===== src/rtl/btn_pkg.sv =====
// Shared timing defaults and active-low level constants for the button debouncer.
package btn_pkg;

  localparam int DEF_DEBOUNCE_CYCLES = 270000;    // 10 ms at 27 MHz
  localparam int DEF_REPEAT_DELAY    = 13500000;  // 500 ms at 27 MHz
  localparam int DEF_REPEAT_PERIOD   = 2700000;   // 100 ms at 27 MHz

  localparam logic PRESSED  = 1'b0;
  localparam logic RELEASED = 1'b1;

endpackage


===== src/rtl/btn_debounce_ch.sv =====
// One debounce channel: 2-flop synchronizer, stability counter, edge pulses.
// Optional auto-repeat of the pressed pulse under BTN_AUTOREPEAT_EN.
module btn_debounce_ch
  import btn_pkg::*;
#(
  parameter int DEBOUNCE_CYCLES = DEF_DEBOUNCE_CYCLES,
  parameter int REPEAT_DELAY    = DEF_REPEAT_DELAY,
  parameter int REPEAT_PERIOD   = DEF_REPEAT_PERIOD
) (
  input  logic clk,
  input  logic rst,
  input  logic raw_n_i,
  output logic btn_n_o,
  output logic pressed_o,
  output logic released_o
);

  localparam int              CW       = $clog2(DEBOUNCE_CYCLES + 1);
  localparam logic [CW-1:0]   CNT_LAST = CW'(DEBOUNCE_CYCLES - 1);

  if (REPEAT_DELAY < 1 || REPEAT_PERIOD < 1) begin : g_bad_rpt
    $error("btn_debounce_ch: REPEAT_DELAY and REPEAT_PERIOD must be >= 1");
  end

  logic [1:0]    sync_q;
  logic          sync;
  logic [CW-1:0] cnt_q, cnt_d;
  logic          btn_q, btn_d;
  logic          pr_q, pr_d;
  logic          rl_q, rl_d;
  logic          accept;
  logic          rpt_fire;

  assign sync = sync_q[1];

  // Terminal test uses >= so the counter can never step past its last value.
  always_comb begin
    cnt_d  = cnt_q;
    btn_d  = btn_q;
    accept = 1'b0;
    if (sync == btn_q) begin
      cnt_d = '0;
    end else if (cnt_q >= CNT_LAST) begin
      accept = 1'b1;
      btn_d  = sync;
      cnt_d  = '0;
    end else begin
      cnt_d = cnt_q + CW'(1);
    end
    pr_d = (accept && sync == PRESSED) || rpt_fire;
    rl_d = accept && sync == RELEASED;
  end

  always_ff @(posedge clk) begin
    if (rst) begin
      sync_q <= 2'b11;
      cnt_q  <= '0;
      btn_q  <= RELEASED;
      pr_q   <= 1'b0;
      rl_q   <= 1'b0;
    end else begin
      sync_q <= {sync_q[0], raw_n_i};
      cnt_q  <= cnt_d;
      btn_q  <= btn_d;
      pr_q   <= pr_d;
      rl_q   <= rl_d;
    end
  end

`ifdef BTN_AUTOREPEAT_EN
  localparam int            RMAX = (REPEAT_DELAY > REPEAT_PERIOD) ? REPEAT_DELAY : REPEAT_PERIOD;
  localparam int            RW   = $clog2(RMAX + 1);
  localparam logic [RW-1:0] RD_LOAD = RW'(REPEAT_DELAY - 1);
  localparam logic [RW-1:0] RP_LOAD = RW'(REPEAT_PERIOD - 1);

  logic [RW-1:0] rpt_q, rpt_d;

  // Down-counter: loaded at acceptance, fires at zero, reloads with the period.
  // Suppressed on the release-acceptance edge so pressed/released never coincide.
  always_comb begin
    rpt_d    = '0;
    rpt_fire = 1'b0;
    if (accept && btn_d == PRESSED) begin
      rpt_d = RD_LOAD;
    end else if (btn_q == PRESSED && !accept) begin
      if (rpt_q == '0) begin
        rpt_fire = 1'b1;
        rpt_d    = RP_LOAD;
      end else begin
        rpt_d = rpt_q - RW'(1);
      end
    end
  end

  always_ff @(posedge clk) begin
    if (rst) rpt_q <= '0;
    else     rpt_q <= rpt_d;
  end
`else
  assign rpt_fire = 1'b0;
`endif

  assign btn_n_o    = btn_q;
  assign pressed_o  = pr_q;
  assign released_o = rl_q;

endmodule


===== src/rtl/btn_debounce.sv =====
// Multi-channel push-button debouncer with press/release pulses.
// Define BTN_AUTOREPEAT_EN to add auto-repeat pressed pulses while held.
module btn_debounce
  import btn_pkg::*;
#(
  parameter int NUM_BTNS        = 2,
  parameter int DEBOUNCE_CYCLES = DEF_DEBOUNCE_CYCLES,
  parameter int REPEAT_DELAY    = DEF_REPEAT_DELAY,
  parameter int REPEAT_PERIOD   = DEF_REPEAT_PERIOD
) (
  input  logic                clk,
  input  logic                rst,
  input  logic [NUM_BTNS-1:0] btn_raw_n,
  output logic [NUM_BTNS-1:0] btn_n,
  output logic [NUM_BTNS-1:0] pressed,
  output logic [NUM_BTNS-1:0] released
);

  if (DEBOUNCE_CYCLES < 2) begin : g_bad_db
    $error("btn_debounce: DEBOUNCE_CYCLES must be >= 2");
  end

  for (genvar i = 0; i < NUM_BTNS; i++) begin : g_ch
    btn_debounce_ch #(
      .DEBOUNCE_CYCLES (DEBOUNCE_CYCLES),
      .REPEAT_DELAY    (REPEAT_DELAY),
      .REPEAT_PERIOD   (REPEAT_PERIOD)
    ) u_ch (
      .clk        (clk),
      .rst        (rst),
      .raw_n_i    (btn_raw_n[i]),
      .btn_n_o    (btn_n[i]),
      .pressed_o  (pressed[i]),
      .released_o (released[i])
    );
  end

endmodule


===== config.mk =====
export PLATFORM = sky130hd
export DESIGN_NAME = btn_debounce
export DESIGN_NICKNAME = d
export VERILOG_FILES = /design/src/rtl/btn_pkg.sv /design/src/rtl/btn_debounce_ch.sv /design/src/rtl/btn_debounce.sv
export SDC_FILE = /design/constraint.sdc
export NUM_CORES = 1
export LEC_CHECK = 0
export CORE_ASPECT_RATIO = 1.75
export CORE_UTILIZATION = 52
export CTS_CLUSTER_DIAMETER = 150
export DETAILED_ROUTE_END_ITERATION = 6
export PLACE_DENSITY = 0.7
export SYNTH_ARGS = -nofsm -noshare
export SYNTH_HDL_FRONTEND = slang
export SYNTH_SLANG_ARGS = --single-unit

===== constraint.sdc =====
create_clock -name clk -period 5.3 [get_ports clk]
set_input_delay 0.53 -clock clk [delete_from_list [all_inputs] [get_ports clk]]
set_output_delay 0.53 -clock clk [all_outputs]
set_load 0.05 [all_outputs]

# Word level (Yosys, flattened, before mapping)
# Cells that the tools add are included.
[op_classes]
add_sub_neg = 2
bitwise_logic = 4
order_cmp = 2
n_div = 0
n_eq_ne = 2
reduce_logical = 8
mul = 0
shift = 0
n_mux = 4
[op_table]
columns = ["cell", "count"]
rows = [
  ["19-bit by 1-bit adder with 19-bit output, second input constant", 2],
  ["19-bit >= comparator, second input constant", 2],
  ["3-bit OR reduction", 2],
  ["1-bit logical AND", 4],
  ["1-bit two-way mux", 4],
  ["1-bit inverter", 4],
  ["2-bit AND reduction", 2],
  ["1-bit == test", 2],
]
[word_totals]
ramBits = 0
wordCells = 32
memories = 0
romBits = 0
regBits = 48
latchBits = 0
input_bits = 4

# Logic depth before layout (Yosys ltp)
# Gate-level depths: netlist of run 1.
[depth]
ltp_word = 4
depth_mapped = 8

# Hierarchy
# A second synthesis of run 1 with hierarchy kept.
[unflattened]
cells_unflattened = 224
hier_area_um2 = 2024.4
[modules_own_cells]
columns = ["mod", "n_inst", "cells_each", "area_per_inst_um2"]
rows = [
  ["btn_debounce_ch", 2, 112, 1012.2],
]

# Worst setup path after synthesis of run 1
# No wires, ideal clock.
[synth_path]
path_type = "flip-flop to flip-flop"
from = "register g_ch[1].u_ch.cnt_q[14]"
to = "register g_ch[1].u_ch.cnt_q[10]"
path_buffers = 2
arrival_ns = 2.043
stages_incl_launch_ff = 8
synth_period_minus_slack_ns = 2.106
required_time_ns = 5.237
setup_time_ns = 0.063
setup_slack_ns = 3.194
cell_sequence = "dfxtp_1 -> or4_1 -> a211oi_2 -> a21boi_1 -> or4_4 -> buf_6 -> buf_12 -> nor2_4"
[synth_via]
elab_chain_cells = 2
[synth_lines]
columns = ["element", "line_no", "source"]
rows = [
  ["start: declaration", "btn_debounce_ch.sv:27", "logic [CW-1:0] cnt_q, cnt_d;"],
  ["start signal: assignment", "btn_debounce_ch.sv:63", "cnt_q <= cnt_d;"],
  ["19-bit >= comparator", "btn_debounce_ch.sv:43", "end else if (cnt_q >= CNT_LAST) begin"],
  ["3-bit OR reduction (no source line)", "-", ""],
]
# No other way between the ends.
# A chain may end at the register's enable or synchronous reset.

# Worst setup path after layout of run 1
[layout_path]
from = "register g_ch[0].u_ch.cnt_q[8]"
to = "register g_ch[0].u_ch.cnt_q[15]"
[layout_via]
elab_chain_cells = 2
word_cells_on_any_way = 3
cone_classes = "add/sub: 1; order compare: 1; reduce/logical: 1"
[layout_lines]
columns = ["element", "line_no"]
rows = [
  ["start: declaration", "btn_debounce_ch.sv:27"],
  ["start signal: assignment", "btn_debounce_ch.sv:63"],
  ["19-bit >= comparator", "btn_debounce_ch.sv:43"],
  ["3-bit OR reduction (no source line)", "-"],
]
# Several ways; a longest one is shown, not always the timed one.

==> results of run 1 <==
## state kept, by name, summed over array words and instances, names as in the netlist
register	cells
g_ch.u_ch.released_o	2
g_ch.u_ch.pressed_o	2
g_ch.u_ch.cnt_q	38
g_ch.u_ch.btn_n_o	2
g_ch.u_ch.sync_q	4
## layout by cell type, fill, tap and decap left out, types with 2 or more instances in the layout
cell type,netlist,routed
sky130_fd_sc_hd__a21oi_1,2,2
sky130_fd_sc_hd__and3_1,9,9
sky130_fd_sc_hd__and4_1,4,4
sky130_fd_sc_hd__clkbuf_8,0,6
sky130_fd_sc_hd__clkdlybuf4s50_1,0,9
sky130_fd_sc_hd__dfxtp_1,48,48
sky130_fd_sc_hd__ha_1,2,2
sky130_fd_sc_hd__inv_1,2,2
sky130_fd_sc_hd__nand2_1,10,10
sky130_fd_sc_hd__nand2b_1,2,2
sky130_fd_sc_hd__nand3_1,12,12
sky130_fd_sc_hd__nand4_1,9,9
sky130_fd_sc_hd__nor2_1,37,37
sky130_fd_sc_hd__nor2_2,2,2
sky130_fd_sc_hd__nor2_4,8,8
sky130_fd_sc_hd__nor3_1,6,6
sky130_fd_sc_hd__nor4_1,2,2
sky130_fd_sc_hd__nor4b_1,3,3
sky130_fd_sc_hd__or2_2,4,4
sky130_fd_sc_hd__or4_1,2,2
sky130_fd_sc_hd__xnor2_1,17,17
sky130_fd_sc_hd__xor2_1,16,16
## critical path, delay by kind of cell, from the launching register on
| family | cells | cell delay (ns) |
|---|---|---|
| AO/OA/AOI/OAI | 1 | 0.19 |
| AND/OR/NAND/NOR | 4 | 1.65 |
| flip-flops | 1 | 0.36 |
## where the power goes
part	leakage (nW)	switching, mW	total (mW)	internal (mW)
clock	0.0473	0.117	0.221	0.104
sequential	0.388	0.00127	0.363	0.362
combinational	0.289	0.00539	0.00943	0.00404
## logic make-up (layout without fill, tap and decap cells)
family,count (synthesis),after routing,synth area share [%]
AOI/OAI and AO/OA,12,12,4.328
xor gates and xnor gates,33,33,13.51
adders and majority gates,2,2,1.169
buffers and inverters,13,18,4.503
DFF,48,48,44.91
muxes,1,1,0.4679
and+or+nand+nor,117,117,31.11
## worst min-delay path by stage
stage	endpoint	start	cells past startpoint
detailed placement	g_ch[1].u_ch.sync_q[1]	g_ch[1].u_ch.sync_q[0]	1
global placement	g_ch[0].u_ch.sync_q[1]	g_ch[0].u_ch.sync_q[0]	1
CTS	g_ch[0].u_ch.sync_q[1]	g_ch[0].u_ch.sync_q[0]	1
finish	g_ch[0].u_ch.sync_q[1]	g_ch[0].u_ch.sync_q[0]	1
floorplan	g_ch[0].u_ch.sync_q[1]	g_ch[0].u_ch.sync_q[0]	1
global route	g_ch[1].u_ch.sync_q[1]	g_ch[1].u_ch.sync_q[0]	1
## layer usage
layer	wire, microns	vias up	part of all wire (%)	global-route usage (%)
met4	73	0	2.1	9.091
met2	2009	8	57	34.67
met5	0	-	0	0
li1	-	778	-	-
met3	57	7	1.6	4.188
met1	1410	709	40	18.27
## layout make-up
class                   count  area (sq um)
clock buffers               6         82.58
clock inverters             1         8.758
fillers                   369          1612
inverters                   2         7.507
multi-input cells         165          1082
flip-flops and latches     48         960.9
well taps                  48         60.06
repair buffers              9         90.09
==> flow_summary.html, run 1 <==
<table>
<tr><th>Metric</th><th>Value</th></tr>
<tr><th colspan="2">Status</th></tr>
<tr><td>Run status</td><td>complete, no violations</td></tr>
<tr><th colspan="2">Worst setup path</th></tr>
<tr><td>Launch point of the worst path</td><td>g_ch[0].u_ch.cnt_q[8]</td></tr>
<tr><td>Sort of element at the end of the critical path</td><td>register</td></tr>
<tr><td>Setup crit start kind</td><td>register</td></tr>
<tr><td>Slowest library cell on the worst path</td><td>sky130_fd_sc_hd__or4b_2</td></tr>
<tr><td>Crit-path cells</td><td>or4b_2 -&gt; nor4_1 -&gt; o31a_1 -&gt; nand3b_1 -&gt; nor2_1</td></tr>
<tr><td>Reg2Reg Setup Slack</td><td>2.95 ns</td></tr>
<tr><td>Required time of the critical path</td><td>5.46 ns</td></tr>
<tr><td>Cells on worst reg2reg path</td><td>5</td></tr>
<tr><td>Worst endpoint data arrival time</td><td>2.51 ns</td></tr>
<tr><td>Largest stage delay on the critical path</td><td>0.70 ns</td></tr>
<tr><td>Critical register-to-register path endpoint</td><td>g_ch[0].u_ch.cnt_q[15]</td></tr>
<tr><td>Start-to-end type of the worst setup path</td><td>reg -&gt; reg</td></tr>
<tr><td>Critical path fanouts, max</td><td>18</td></tr>
<tr><td>End point of the critical path</td><td>g_ch[0].u_ch.cnt_q[15]</td></tr>
<tr><td>Worst flop-to-flop path startpoint</td><td>g_ch[0].u_ch.cnt_q[8]</td></tr>
<tr><th colspan="2">Synth</th></tr>
<tr><td>Leading post-synthesis cells by cell area</td><td>sky130_fd_sc_hd__dfxtp_1 (45%), sky130_fd_sc_hd__xnor2_1 (7.0%), sky130_fd_sc_hd__xor2_1 (6.5%), sky130_fd_sc_hd__nor2_1 (6.5%), sky130_fd_sc_hd__nor2_4 (4.2%)</td></tr>
<tr><td>Synth top area share</td><td>around 45%</td></tr>
<tr><td>#FFs+latches synth</td><td>48</td></tr>
<tr><td>Yosys warnings</td><td>0</td></tr>
<tr><td>Commonest register cell after synthesis</td><td>sky130_fd_sc_hd__dfxtp_1</td></tr>
<tr><td>Post-Synthesis Cell Area</td><td>2140 sq um</td></tr>
<tr><td>Cell type contributing the most total cell area after synthesis</td><td>sky130_fd_sc_hd__dfxtp_1</td></tr>
<tr><td>Share of synthesized area occupied by flip-flops and latches</td><td>approximately 45%</td></tr>
<tr><td>Nets in the synthesized netlist</td><td>232</td></tr>
<tr><td>Most repeated cell in the gate-level netlist after synthesis</td><td>sky130_fd_sc_hd__dfxtp_1</td></tr>
<tr><td>Async set or reset register ratio after synthesis</td><td>0%</td></tr>
<tr><td>Gate Count Post-Synth</td><td>226</td></tr>
<tr><td>Mean instance size in the synthesized netlist</td><td>approximately 9.5 sq um</td></tr>
<tr><td>Commonest cells in the netlist</td><td>sky130_fd_sc_hd__dfxtp_1 (48), sky130_fd_sc_hd__nor2_1 (37), sky130_fd_sc_hd__xnor2_1 (17)</td></tr>
<tr><td>Number of library cell types mapped by synthesis</td><td>43</td></tr>
<tr><td>EDFF count, synth</td><td>0</td></tr>
<tr><th colspan="2">Timing</th></tr>
<tr><td>WHS</td><td>0.4247 ns</td></tr>
<tr><td>Final Max Tran Viols</td><td>0</td></tr>
<tr><td>Slew Limit Headroom</td><td>47.31%</td></tr>
<tr><td>Sum of negative setup slack</td><td>0 ns</td></tr>
<tr><td>Final Setup Violations</td><td>0</td></tr>
<tr><td>Post-layout worst setup margin</td><td>roughly 3 ns</td></tr>
<tr><td>Worst Clk Skew</td><td>0.007046 ns</td></tr>
<tr><td>Fin crit share</td><td>44.29%</td></tr>
<tr><td>Measured slew at the worst slew-check pin</td><td>~0.78 ns</td></tr>
<tr><td>Shortest clock period the worst path allows after layout</td><td>2.348 ns</td></tr>
<tr><td>Peak Freq</td><td>426.0 MHz</td></tr>
<tr><td>Unrepaired setup endpoints after global routing</td><td>no</td></tr>
<tr><td>Number of hold-slack violations in the final timing report</td><td>0</td></tr>
<tr><th colspan="2">Finish</th></tr>
<tr><td>Layout Area Growth over Synthesis</td><td>7.135%</td></tr>
<tr><td>Number of non-filler instances in the completed layout</td><td>279</td></tr>
<tr><td>Share of the core filled with cells</td><td>58.72%</td></tr>
<tr><td>Net count of the finished layout</td><td>237</td></tr>
<tr><td>Non-Filler Cell Area, Final</td><td>2292 sq um</td></tr>
<tr><td>Final antenna diode count</td><td>0</td></tr>
<tr><td>Fraction of final layout cells with drive strength greater than 1</td><td>11.26%</td></tr>
<tr><th colspan="2">GRT</th></tr>
<tr><td>First-pass GRT wire length</td><td>6.175 mm</td></tr>
<tr><td>Number of global-route vias before repair</td><td>1498</td></tr>
<tr><td>Overall track demand over capacity in global routing</td><td>between 10% and 20%</td></tr>
<tr><td>Global route overflow</td><td>0</td></tr>
<tr><td>Number of antenna violations at the first check in global routing</td><td>0</td></tr>
<tr><td>Maximum number of pins on one net before global-route repair</td><td>20</td></tr>
<tr><th colspan="2">CTS</th></tr>
<tr><td>TritonCTS clock tree</td><td>built</td></tr>
<tr><td>Clock-pin slew on the worst setup and hold paths</td><td>0.09 ns</td></tr>
<tr><td>Post-CTS Setup Inserts</td><td>0</td></tr>
<tr><td>Count of H-tree levels built during CTS</td><td>2</td></tr>
<tr><td>Root buffer selected by CTS</td><td>sky130_fd_sc_hd__clkbuf_8</td></tr>
<tr><td>Sink Count</td><td>48</td></tr>
<tr><td>Longest Clk Path Bufs</td><td>2</td></tr>
<tr><td>Worst-skew pair later-pin latency</td><td>0.30 ns</td></tr>
<tr><td>CTS resizes</td><td>0</td></tr>
<tr><td>Hold-fix buffers at CTS</td><td>0</td></tr>
<tr><td>Clock buffers created by TritonCTS</td><td>5</td></tr>
<tr><th colspan="2">Floorplanning</th></tr>
<tr><td>Total die area</td><td>4385 sq um</td></tr>
<tr><td>Initial Util</td><td>54.81%</td></tr>
<tr><td>Placeable core region</td><td>3904 sq um</td></tr>
<tr><td>Height of the chip</td><td>86.86 microns</td></tr>
<tr><td>Boundary Pins</td><td>10</td></tr>
<tr><td>Die Wd</td><td>50.49 microns</td></tr>
<tr><td>Core Rows</td><td>30</td></tr>
<tr><th colspan="2">Routing</th></tr>
<tr><td>Number of remaining DRC errors</td><td>0</td></tr>
<tr><td>Vias per std cell</td><td>5.384</td></tr>
<tr><td>Initial detailed-routing violation count</td><td>24</td></tr>
<tr><td>Drt first pass iters</td><td>4</td></tr>
<tr><td>Remaining antenna violation count after routing</td><td>0</td></tr>
<tr><td>Vias after detailed routing</td><td>1502</td></tr>
<tr><td>Routed WL</td><td>3.550 mm</td></tr>
<tr><td>Final routed wire length divided by cell count</td><td>12.72 microns</td></tr>
<tr><th colspan="2">Pwr</th></tr>
<tr><td>Peak ir drop on the vdd network</td><td>0.1679 mV</td></tr>
<tr><td>LEAKAGE</td><td>0.7237 nW</td></tr>
<tr><td>Total power per unit cell area</td><td>259.1 nW/um^2</td></tr>
<tr><td>Overall power consumption</td><td>slightly below 0.6 mW</td></tr>
<tr><th colspan="2">Placement</th></tr>
<tr><td>Detailed-placement wirelength estimate</td><td>2.504 mm</td></tr>
<tr><td>Cells after DPL</td><td>between 200 and 300</td></tr>
<tr><td>Total placed instance area</td><td>2201 sq um</td></tr>
<tr><td>Pre-CTS setup slack</td><td>2.944 ns</td></tr>
<tr><td>Port Buf Inserts</td><td>9</td></tr>
<tr><td>Global placer's final weighted congestion</td><td>a little under 0.8</td></tr>
<tr><th colspan="2">Worst hold path</th></tr>
<tr><td>Worst min path class</td><td>reg -&gt; reg</td></tr>
<tr><th colspan="2">Flow run</th></tr>
<tr><td>Max Cap Violations</td><td>0</td></tr>
</table>
Note: power is estimated with default switching activity, not from simulation.
==> run 2: changes to the inputs <==
--- a/config.mk
+++ b/config.mk
@@ -9,7 +9,7 @@
 export CORE_UTILIZATION = 52
 export CTS_CLUSTER_DIAMETER = 150
 export DETAILED_ROUTE_END_ITERATION = 6
-export PLACE_DENSITY = 0.7
+export PLACE_DENSITY = 0.73
 export SYNTH_ARGS = -nofsm -noshare
 export SYNTH_HDL_FRONTEND = slang
 export SYNTH_SLANG_ARGS = --single-unit
==> constraint.sdc (replaced) <==
create_clock -name clk -period 2.11 [get_ports clk]
set_input_delay 0.211 -clock clk [delete_from_list [all_inputs] [get_ports clk]]
set_output_delay 0.211 -clock clk [all_outputs]
set_load 0.05 [all_outputs]
==> run 2 against run 1 <==
  * Combinational power grew to 3.7 times the previous value
  * First-iteration DRC count is 38% lower
  * Non-clock buffer count is 15 higher
  * Final cell count is 5.7% higher
  * Worst setup slack worse by 2.9 ns
  * Wire length is 11% higher
  * Count of clock-buffer cells in the layout stayed put
  * Core utilization is 5.1 points higher
  * Power grew to 2.8 times the previous value
==> flow_summary.html, run 2 (synthesized netlist as in run 1, its figures left out) <==
<table>
<tr><th>Metric</th><th>Value</th></tr>
<tr><th colspan="2">Timing</th></tr>
<tr><td>Final Max Tran Viols</td><td>0 (unchanged)</td></tr>
<tr><td>Unrepaired setup endpoints after global routing</td><td>no (unchanged)</td></tr>
<tr><td>Slew Limit Headroom</td><td>66.21% (was 47.31%)</td></tr>
<tr><td>Measured slew at the worst slew-check pin</td><td>0.5052 ns (was 0.7844 ns)</td></tr>
<tr><td>Fin crit share</td><td>97.44% (was 44.29%)</td></tr>
<tr><td>WHS</td><td>0.4215 ns (was 0.4247 ns)</td></tr>
<tr><td>Shortest clock period the worst path allows after layout</td><td>2.056 ns (was 2.348 ns)</td></tr>
<tr><td>Peak Freq</td><td>486.4 MHz (was 426.0 MHz)</td></tr>
<tr><td>Number of hold-slack violations in the final timing report</td><td>0 (unchanged)</td></tr>
<tr><td>Worst Clk Skew</td><td>0.01022 ns (was 0.007046 ns)</td></tr>
<tr><td>Sum of negative setup slack</td><td>0 ns (unchanged)</td></tr>
<tr><td>Final Setup Violations</td><td>0 (unchanged)</td></tr>
<tr><th colspan="2">Worst setup path</th></tr>
<tr><td>Start-to-end type of the worst setup path</td><td>reg -&gt; reg (unchanged)</td></tr>
<tr><td>Sort of element at the end of the critical path</td><td>register (unchanged)</td></tr>
<tr><td>Setup crit start kind</td><td>register (unchanged)</td></tr>
<tr><td>Required time of the critical path</td><td>2.35 ns (was 5.46 ns)</td></tr>
<tr><td>Critical path fanouts, max</td><td>5 (was 18)</td></tr>
<tr><td>Worst endpoint data arrival time</td><td>2.29 ns (was 2.51 ns)</td></tr>
<tr><th colspan="2">Finish</th></tr>
<tr><td>Final antenna diode count</td><td>0 (unchanged)</td></tr>
<tr><td>Net count of the finished layout</td><td>252 (was 237)</td></tr>
<tr><td>Max FFs per register</td><td>38 (unchanged)</td></tr>
<tr><td>Most flops, register</td><td>g_ch.u_ch.cnt_q (unchanged)</td></tr>
<tr><td>Most used cells in the layout excluding fill and tap cells</td><td>sky130_fd_sc_hd__dfxtp_1 (48), sky130_fd_sc_hd__nor2_1 (37), sky130_fd_sc_hd__xnor2_1 (17), sky130_fd_sc_hd__xor2_1 (16) (was sky130_fd_sc_hd__dfxtp_1 (48), sky130_fd_sc_hd__nor2_1 (37), sky130_fd_sc_hd__xnor2_1 (17), sky130_fd_sc_hd__xor2_1 (16), sky130_fd_sc_hd__nand3_1 (12))</td></tr>
<tr><td>Fraction of final layout cells with drive strength greater than 1</td><td>17.81% (was 11.26%)</td></tr>
<tr><td>Layout Area Growth over Synthesis</td><td>16.49% (was 7.135%)</td></tr>
<tr><td>Most frequent standard cell in the layout excluding fill and tap cells</td><td>sky130_fd_sc_hd__dfxtp_1 (unchanged)</td></tr>
<tr><td>Number of filler instances in the final layout</td><td>347 (was 369)</td></tr>
<tr><td>Share of the core filled with cells</td><td>63.85% (was 58.72%)</td></tr>
<tr><td>Leading registers by flop count</td><td>g_ch.u_ch.cnt_q (38), g_ch.u_ch.sync_q (4) (unchanged)</td></tr>
<tr><th colspan="2">GRT</th></tr>
<tr><td>Overall track demand over capacity in global routing</td><td>19.81% (was 18.41%)</td></tr>
<tr><td>Maximum number of pins on one net before global-route repair</td><td>20 (unchanged)</td></tr>
<tr><td>Number of antenna violations at the first check in global routing</td><td>0 (unchanged)</td></tr>
<tr><td>Global route overflow</td><td>0 (unchanged)</td></tr>
<tr><td>First-pass GRT wire length</td><td>6.720 mm (was 6.175 mm)</td></tr>
<tr><td>Number of global-route vias before repair</td><td>1575 (was 1498)</td></tr>
<tr><th colspan="2">CTS</th></tr>
<tr><td>Worst-skew pair later-pin latency</td><td>0.30 ns (about the same)</td></tr>
<tr><td>Count of H-tree levels built during CTS</td><td>2 (unchanged)</td></tr>
<tr><td>Root buffer selected by CTS</td><td>sky130_fd_sc_hd__clkbuf_8 (unchanged)</td></tr>
<tr><td>TritonCTS clock tree</td><td>built (unchanged)</td></tr>
<tr><td>Clock buffers created by TritonCTS</td><td>5 (unchanged)</td></tr>
<tr><td>Longest Clk Path Bufs</td><td>2 (unchanged)</td></tr>
<tr><td>Hold-fix buffers at CTS</td><td>0 (unchanged)</td></tr>
<tr><td>Sink Count</td><td>48 (unchanged)</td></tr>
<tr><td>Clock-pin slew on the worst setup and hold paths</td><td>0.09 ns (about the same)</td></tr>
<tr><th colspan="2">Pwr</th></tr>
<tr><td>LEAKAGE</td><td>0.8387 nW (was 0.7237 nW)</td></tr>
<tr><td>Internal</td><td>1.316 mW (was 0.4702 mW)</td></tr>
<tr><td>Peak ir drop on the vdd network</td><td>0.5507 mV (was 0.1679 mV)</td></tr>
<tr><td>Total power per unit cell area</td><td>658.5 nW/um^2 (was 259.1 nW/um^2)</td></tr>
<tr><td>Relative contribution of sequential cells to total power</td><td>55.6% (was 61.2%)</td></tr>
<tr><td>Power share of the combinational group</td><td>2.1% (was 1.6%)</td></tr>
<tr><td>Clock group share of total power</td><td>42.3% (was 37.2%)</td></tr>
<tr><td>Switching Power</td><td>0.3253 mW (was 0.1236 mW)</td></tr>
<tr><td>Switching share of total power</td><td>19.82% (was 20.81%)</td></tr>
<tr><th colspan="2">Status</th></tr>
<tr><td>Run status</td><td>complete, no violations (unchanged)</td></tr>
<tr><th colspan="2">Floorplanning</th></tr>
<tr><td>Height of the chip</td><td>86.86 microns (unchanged)</td></tr>
<tr><td>Core Rows</td><td>30 (unchanged)</td></tr>
<tr><td>Total die area</td><td>4385 sq um (unchanged)</td></tr>
<tr><td>Die Wd</td><td>50.49 microns (unchanged)</td></tr>
<tr><td>Placeable core region</td><td>3904 sq um (unchanged)</td></tr>
<tr><td>Boundary Pins</td><td>10 (unchanged)</td></tr>
<tr><td>Initial Util</td><td>54.81% (unchanged)</td></tr>
<tr><th colspan="2">Flow run</th></tr>
<tr><td>Max Cap Violations</td><td>0 (unchanged)</td></tr>
<tr><th colspan="2">Routing</th></tr>
<tr><td>Number of remaining DRC errors</td><td>0 (unchanged)</td></tr>
<tr><td>Drt first pass iters</td><td>4 (unchanged)</td></tr>
<tr><td>Vias after detailed routing</td><td>1575 (was 1502)</td></tr>
<tr><td>Final routed wire length divided by cell count</td><td>13.36 microns (was 12.72 microns)</td></tr>
<tr><td>Initial detailed-routing violation count</td><td>15 (was 24)</td></tr>
<tr><td>Vias per std cell</td><td>5.339 (was 5.384)</td></tr>
<tr><td>Remaining antenna violation count after routing</td><td>0 (unchanged)</td></tr>
<tr><td>Routed WL</td><td>3.940 mm (was 3.550 mm)</td></tr>
<tr><th colspan="2">Placement</th></tr>
<tr><td>Global placer's final weighted congestion</td><td>0.7809 (was 0.7744)</td></tr>
<tr><td>Detailed-placement wirelength estimate</td><td>2.773 mm (was 2.504 mm)</td></tr>
<tr><td>Port Buf Inserts</td><td>9 (unchanged)</td></tr>
<tr><th colspan="2">Worst hold path</th></tr>
<tr><td>Worst min path class</td><td>reg -&gt; reg (unchanged)</td></tr>
</table>
==> run 2: per-layer routing <==
| metal | track usage, % | wire, microns | vias to the layer above |
|---|---|---|---|
| li1 | - | - | 809 |
| met1 | 20.35 | 1596 | 755 |
| met2 | 38.06 | 2251 | 7 |
| met3 | 3.839 | 51 | 4 |
| met4 | 7.576 | 39 | 0 |
| met5 | 0 | 0 | - |
==> run 2: path summary, 6_finish.rpt <==
| kind | start | to | slack, ns | cells past startpoint |
|---|---|---|---|---|
| worst min register to register | g_ch[0].u_ch.sync_q[0] | g_ch[0].u_ch.sync_q[1] | 0.42 | 1 |
| worst max register to register | g_ch[1].u_ch.cnt_q[14] | g_ch[1].u_ch.cnt_q[13] | 0.05 | 6 |
| worst min-delay path | g_ch[0].u_ch.sync_q[0] | g_ch[0].u_ch.sync_q[1] | 0.42 | 1 |
| worst max-delay path | g_ch[1].u_ch.cnt_q[14] | g_ch[1].u_ch.cnt_q[13] | 0.05 | 6 |
==> run 2: area by class of cell <==
class	instances	area, sq um	area share [%]
Tap cell	48	60.06	2.410
Timing Repair Buffer	24	250.2	10.04
Multi-Input combinational cell	165	1092	43.83
Inverter	2	7.507	0.3012
Clock inverter	2	38.79	1.556
Clock buffer	6	82.58	3.313
Sequential cell	48	960.9	38.55
==> run 2: power groups by stage <==
stage / combinational [mW] / clock (mW) / sequential (mW)
finish: 0.0345 / 0.694 / 0.913
global route: 0.0374 / 0.746 / 0.914
CTS: 0.0292 / 0.709 / 0.913
detailed placement: 0.0268 / 0 / 0.934
global placement: 0.0265 / 0 / 0.934
floorplan: 0.0186 / 0 / 0.933
==> run 2: worst max-delay path, cell delays in order (launching register included) <==
cell                        delay (ns)
sky130_fd_sc_hd__dfxtp_1          0.32
sky130_fd_sc_hd__or4_1            0.54
sky130_fd_sc_hd__a211oi_2         0.18
sky130_fd_sc_hd__a21boi_2         0.08
sky130_fd_sc_hd__or4_4            0.58
sky130_fd_sc_hd__clkbuf_16        0.20
sky130_fd_sc_hd__nor2_4           0.09
==> run 2: timing repair <==
item,4_1_cts,5_1_grt
cloned,0,2
pin swaps,1,3
endpoints found under the setup margin,5,13
gates resized for setup,0,2
setup buffers,1,0
==> run 2: through the flow <==
| step | power [mW] | cell area (sq um) | setup WS [ns] | instances |
|---|---|---|---|---|
| 2_1_floorplan | 0.9519 | 2140 | 0.004095 | 226 |
| 3_3_place_gp | 0.9604 | 2291 | 0.02723 | 284 |
| 3_5_place_dp | 0.9609 | 2291 | 0.005006 | 284 |
| 5_1_grt | 1.698 | 2492 | 0.005304 | 295 |
| 6_report | 1.641 | 2492 | 0.05403 | 295 |
| 4_1_cts | 1.651 | 2432 | 0.02592 | 293 |
==> run 3: changes to the inputs <==
--- a/config.mk
+++ b/config.mk
@@ -5,6 +5,7 @@
 export SDC_FILE = /design/constraint.sdc
 export NUM_CORES = 1
 export LEC_CHECK = 0
+export CAP_MARGIN = 40
 export CORE_ASPECT_RATIO = 1.75
 export CORE_UTILIZATION = 52
 export CTS_CLUSTER_DIAMETER = 150
@@ -12,4 +13,5 @@
 export PLACE_DENSITY = 0.73
 export SYNTH_ARGS = -nofsm -noshare
 export SYNTH_HDL_FRONTEND = slang
+export SYNTH_HIERARCHICAL = 1
 export SYNTH_SLANG_ARGS = --single-unit
==> run 3 against run 2 <==
  * Sequential cell count unchanged
  * Wire length down 7.3%
  * Non-clock buffer count down 6
  * Clock skew up 0.0021 ns
  * Sequential share of layout area up 2.6 points
  * Maximum frequency up 3.7%
  * Final cell count down 0.34%
  * Clock power down 5.2%
  * Critical endpoint is now g_ch[0].u_ch/cnt_q[16]
  * Largest power group unchanged
  * Highest routed layer unchanged
==> flow_summary.html, run 3 <==
<table>
<tr><th>Metric</th><th>Value</th></tr>
<tr><th colspan="2">Synth</th></tr>
<tr><td>Post-Synthesis Cell Area</td><td>2024 sq um (was 2140 sq um)</td></tr>
<tr><td>Nets in the synthesized netlist</td><td>230 (was 232)</td></tr>
<tr><td>Mean instance size in the synthesized netlist</td><td>9.038 sq um (was 9.467 sq um)</td></tr>
<tr><td>Async set or reset register ratio after synthesis</td><td>0% (unchanged)</td></tr>
<tr><td>Cell type contributing the most total cell area after synthesis</td><td>sky130_fd_sc_hd__dfxtp_1 (unchanged)</td></tr>
<tr><td>Leading post-synthesis cells by cell area</td><td>sky130_fd_sc_hd__dfxtp_1 (47%), sky130_fd_sc_hd__nor2_1 (9.3%), sky130_fd_sc_hd__xnor2_1 (8.7%), sky130_fd_sc_hd__xor2_1 (6.1%), sky130_fd_sc_hd__nand3_1 (4.0%) (was sky130_fd_sc_hd__dfxtp_1 (45%), sky130_fd_sc_hd__xnor2_1 (7.0%), sky130_fd_sc_hd__xor2_1 (6.5%), sky130_fd_sc_hd__nor2_1 (6.5%), sky130_fd_sc_hd__nor2_4 (4.2%))</td></tr>
<tr><td>Commonest register cell after synthesis</td><td>sky130_fd_sc_hd__dfxtp_1 (unchanged)</td></tr>
<tr><td>Number of library cell types mapped by synthesis</td><td>26 (was 43)</td></tr>
<tr><td>Most repeated cell in the gate-level netlist after synthesis</td><td>sky130_fd_sc_hd__nor2_1 (was sky130_fd_sc_hd__dfxtp_1)</td></tr>
<tr><td>EDFF count, synth</td><td>0 (unchanged)</td></tr>
<tr><td>Gate Count Post-Synth</td><td>224 (was 226)</td></tr>
<tr><td>Yosys warnings</td><td>6 (was 0)</td></tr>
<tr><td>Share of synthesized area occupied by flip-flops and latches</td><td>47.47% (was 44.91%)</td></tr>
<tr><td>Synth top area share</td><td>47.47% (was 44.91%)</td></tr>
<tr><td>Commonest cells in the netlist</td><td>sky130_fd_sc_hd__nor2_1 (50), sky130_fd_sc_hd__dfxtp_1 (48), sky130_fd_sc_hd__xnor2_1 (20) (was sky130_fd_sc_hd__dfxtp_1 (48), sky130_fd_sc_hd__nor2_1 (37), sky130_fd_sc_hd__xnor2_1 (17))</td></tr>
<tr><td>#FFs+latches synth</td><td>48 (unchanged)</td></tr>
<tr><th colspan="2">Worst setup path</th></tr>
<tr><td>Required time of the critical path</td><td>2.30 ns (was 2.35 ns)</td></tr>
<tr><td>Critical path fanouts, max</td><td>18 (was 5)</td></tr>
<tr><td>Start-to-end type of the worst setup path</td><td>reg -&gt; reg (unchanged)</td></tr>
<tr><td>Setup crit start kind</td><td>register (unchanged)</td></tr>
<tr><td>Worst endpoint data arrival time</td><td>2.17 ns (was 2.29 ns)</td></tr>
<tr><td>Sort of element at the end of the critical path</td><td>register (unchanged)</td></tr>
<tr><th colspan="2">Floorplanning</th></tr>
<tr><td>Die Wd</td><td>49.17 microns (was 50.49 microns)</td></tr>
<tr><td>Initial Util</td><td>55.24% (was 54.81%)</td></tr>
<tr><td>Height of the chip</td><td>84.54 microns (was 86.86 microns)</td></tr>
<tr><td>Core Rows</td><td>29 (was 30)</td></tr>
<tr><td>Total die area</td><td>4156 sq um (was 4385 sq um)</td></tr>
<tr><td>Boundary Pins</td><td>10 (unchanged)</td></tr>
<tr><td>Placeable core region</td><td>3665 sq um (was 3904 sq um)</td></tr>
<tr><th colspan="2">Timing</th></tr>
<tr><td>Final Setup Violations</td><td>0 (unchanged)</td></tr>
<tr><td>Worst Clk Skew</td><td>0.01233 ns (was 0.01022 ns)</td></tr>
<tr><td>Sum of negative setup slack</td><td>0 ns (unchanged)</td></tr>
<tr><td>WHS</td><td>0.4094 ns (was 0.4215 ns)</td></tr>
<tr><td>Shortest clock period the worst path allows after layout</td><td>1.982 ns (was 2.056 ns)</td></tr>
<tr><td>Fin crit share</td><td>93.95% (was 97.44%)</td></tr>
<tr><td>Final Max Tran Viols</td><td>0 (unchanged)</td></tr>
<tr><td>Peak Freq</td><td>504.5 MHz (was 486.4 MHz)</td></tr>
<tr><td>Slew Limit Headroom</td><td>65.34% (was 66.21%)</td></tr>
<tr><td>Number of hold-slack violations in the final timing report</td><td>0 (unchanged)</td></tr>
<tr><td>Unrepaired setup endpoints after global routing</td><td>no (unchanged)</td></tr>
<tr><td>Measured slew at the worst slew-check pin</td><td>0.5144 ns (was 0.5052 ns)</td></tr>
<tr><th colspan="2">Finish</th></tr>
<tr><td>Most flops, register</td><td>g_ch.u_ch/cnt_q (was g_ch.u_ch.cnt_q)</td></tr>
<tr><td>Most frequent standard cell in the layout excluding fill and tap cells</td><td>sky130_fd_sc_hd__nor2_1 (was sky130_fd_sc_hd__dfxtp_1)</td></tr>
<tr><td>Net count of the finished layout</td><td>253 (was 252)</td></tr>
<tr><td>Area of the multi-input gates</td><td>1020 sq um (was 1092 sq um)</td></tr>
<tr><td>Final antenna diode count</td><td>0 (unchanged)</td></tr>
<tr><td>Most used cells in the layout excluding fill and tap cells</td><td>sky130_fd_sc_hd__nor2_1 (50), sky130_fd_sc_hd__dfxtp_1 (48), sky130_fd_sc_hd__xnor2_1 (20), sky130_fd_sc_hd__nand3_1 (16) (was sky130_fd_sc_hd__dfxtp_1 (48), sky130_fd_sc_hd__nor2_1 (37), sky130_fd_sc_hd__xnor2_1 (17), sky130_fd_sc_hd__xor2_1 (16))</td></tr>
<tr><td>Layout Area Growth over Synthesis</td><td>15.33% (was 16.49%)</td></tr>
<tr><td>Leading registers by flop count</td><td>g_ch.u_ch/cnt_q (38), g_ch.u_ch/sync_q (4) (was g_ch.u_ch.cnt_q (38), g_ch.u_ch.sync_q (4))</td></tr>
<tr><td>Number of filler instances in the final layout</td><td>319 (was 347)</td></tr>
<tr><td>Total area of sequential cells</td><td>960.9 sq um (unchanged)</td></tr>
<tr><td>Max FFs per register</td><td>38 (unchanged)</td></tr>
<tr><td>Fraction of final layout cells with drive strength greater than 1</td><td>12.50% (was 17.81%)</td></tr>
<tr><th colspan="2">CTS</th></tr>
<tr><td>Root buffer selected by CTS</td><td>sky130_fd_sc_hd__clkbuf_8 (unchanged)</td></tr>
<tr><td>Sink Count</td><td>48 (unchanged)</td></tr>
<tr><td>TritonCTS clock tree</td><td>built (unchanged)</td></tr>
<tr><td>Hold-fix buffers at CTS</td><td>0 (unchanged)</td></tr>
<tr><td>Longest Clk Path Bufs</td><td>2 (unchanged)</td></tr>
<tr><td>Worst-skew pair later-pin latency</td><td>0.30 ns (about the same)</td></tr>
<tr><td>Clock buffers created by TritonCTS</td><td>5 (unchanged)</td></tr>
<tr><td>Post-CTS Setup Inserts</td><td>0 (was 1)</td></tr>
<tr><td>Count of H-tree levels built during CTS</td><td>2 (unchanged)</td></tr>
<tr><td>Clock-pin slew on the worst setup and hold paths</td><td>0.09 ns (about the same)</td></tr>
<tr><th colspan="2">GRT</th></tr>
<tr><td>Global route overflow</td><td>0 (unchanged)</td></tr>
<tr><td>Number of antenna violations at the first check in global routing</td><td>0 (unchanged)</td></tr>
<tr><td>Overall track demand over capacity in global routing</td><td>20.53% (was 19.81%)</td></tr>
<tr><td>Maximum number of pins on one net before global-route repair</td><td>19 (was 20)</td></tr>
<tr><td>Number of global-route vias before repair</td><td>1590 (was 1575)</td></tr>
<tr><td>First-pass GRT wire length</td><td>6.555 mm (was 6.720 mm)</td></tr>
<tr><th colspan="2">Pwr</th></tr>
<tr><td>Peak ir drop on the vdd network</td><td>0.6261 mV (was 0.5507 mV)</td></tr>
<tr><td>Total power per unit cell area</td><td>682.9 nW/um^2 (was 658.5 nW/um^2)</td></tr>
<tr><td>LEAKAGE</td><td>0.7804 nW (was 0.8387 nW)</td></tr>
<tr><th colspan="2">Routing</th></tr>
<tr><td>Drt first pass iters</td><td>4 (unchanged)</td></tr>
<tr><td>Routed WL</td><td>3.651 mm (was 3.940 mm)</td></tr>
<tr><td>Remaining antenna violation count after routing</td><td>0 (unchanged)</td></tr>
<tr><td>Vias per std cell</td><td>5.221 (was 5.339)</td></tr>
<tr><td>Initial detailed-routing violation count</td><td>46 (was 15)</td></tr>
<tr><td>Final routed wire length divided by cell count</td><td>12.42 microns (was 13.36 microns)</td></tr>
<tr><td>Number of remaining DRC errors</td><td>0 (unchanged)</td></tr>
<tr><td>Vias after detailed routing</td><td>1535 (was 1575)</td></tr>
<tr><th colspan="2">Placement</th></tr>
<tr><td>Port Buf Inserts</td><td>9 (unchanged)</td></tr>
<tr><td>Global placer's final weighted congestion</td><td>0.8130 (was 0.7809)</td></tr>
<tr><td>Detailed-placement wirelength estimate</td><td>2.700 mm (was 2.773 mm)</td></tr>
<tr><th colspan="2">Flow run</th></tr>
<tr><td>Max Cap Violations</td><td>0 (unchanged)</td></tr>
<tr><th colspan="2">Worst hold path</th></tr>
<tr><td>Worst min path class</td><td>reg -&gt; reg (unchanged)</td></tr>
<tr><th colspan="2">Status</th></tr>
<tr><td>Run status</td><td>complete, no violations (unchanged)</td></tr>
</table>
==> run 3: cell count changes after synthesis, moves of 4 or more <==
cell                      change
sky130_fd_sc_hd__nor2_1      +13
sky130_fd_sc_hd__nor2_4       -8
sky130_fd_sc_hd__buf_4        -6
sky130_fd_sc_hd__and3_1       -5
sky130_fd_sc_hd__and3_2       +4
sky130_fd_sc_hd__and4_1       -4
sky130_fd_sc_hd__inv_1        +4
sky130_fd_sc_hd__nand2_1      +4
sky130_fd_sc_hd__nand3_1      +4
==> run 3: final timing paths <==
check / startpoint / end / depth (start not counted) / slack (ns)
setup / recovery: g_ch[0].u_ch/cnt_q[8] / g_ch[0].u_ch/cnt_q[16] / 5 / 0.13
hold / removal: g_ch[1].u_ch/sync_q[0] / g_ch[1].u_ch/sync_q[1] / 1 / 0.41
setup reg to reg: g_ch[0].u_ch/cnt_q[8] / g_ch[0].u_ch/cnt_q[16] / 5 / 0.13
hold reg to reg: g_ch[1].u_ch/sync_q[0] / g_ch[1].u_ch/sync_q[1] / 1 / 0.41
==> run 3: through the flow <==
stage	power [mW]	std cells	cell area [sq um]	utilization [%]	setup WS (ns)
2_1_floorplan	0.9489	224	2024	-	0.1896
3_3_place_gp	0.9568	286	2210	60.29	0.1125
3_5_place_dp	0.9574	286	2210	60.29	0.1009
4_1_cts	1.617	294	2326	63.47	0.06980
5_1_grt	1.650	294	2335	63.71	0.05762
6_report	1.594	294	2335	63.71	0.1276
==> run 3: cells by family (layout without fill, tap and decap cells) <==
logic type | after synthesis | after routing | share of synthesized area, %
xor gates and xnor gates | 34 | 34 | 14.71
and+or+nand+nor | 118 | 118 | 29.79
buffers and inverters | 8 | 32 | 2.596
adders and majority gates | 2 | 2 | 1.236
DFF | 48 | 48 | 47.47
AOI/OAI and AO/OA | 14 | 14 | 4.203
==> run 3: critical path: stages (launching register included) <==
cell and delay [ns]:
sky130_fd_sc_hd__dfxtp_1 0.36, sky130_fd_sc_hd__or4b_1 0.56, sky130_fd_sc_hd__or4_4 0.52, sky130_fd_sc_hd__and3_4 0.22
sky130_fd_sc_hd__nand2_8 0.13, sky130_fd_sc_hd__nor2_1 0.06
==> run 3: power by group <==
part	leakage (nW)	internal (mW)	switching, mW	total (mW)
registers	0.388	0.910	0.00316	0.913
clock network	0.0583	0.357	0.301	0.658
logic	0.334	0.0117	0.0122	0.0239
total	0.780	1.28	0.316	1.59
==> run 3: layout make-up <==
class | count | area share [%]
multi-input combinational | 168 | 43.68
sequential | 48 | 41.16
timing repair buffer | 18 | 6.752
clock buffer | 5 | 2.947
tap | 46 | 2.465
clock inverter | 3 | 2.036
inverter | 6 | 0.9646
==> run 3: repair_timing <==
item,4_1_cts,5_1_grt
hold endpoints to repair,0,0
setup endpoints to repair,0,1
resized for setup,0,1
==> run 3: per-layer routing <==
| layer | wire length [microns] | part of all wire [%] | GRT usage, % |
|---|---|---|---|
| met1 | 1517 | 42 | 19.73 |
| met2 | 1968 | 54 | 38.36 |
| met3 | 60 | 1.6 | 4.348 |
| met4 | 104 | 2.8 | 12.30 |
| met5 | 0 | 0 | 0 |
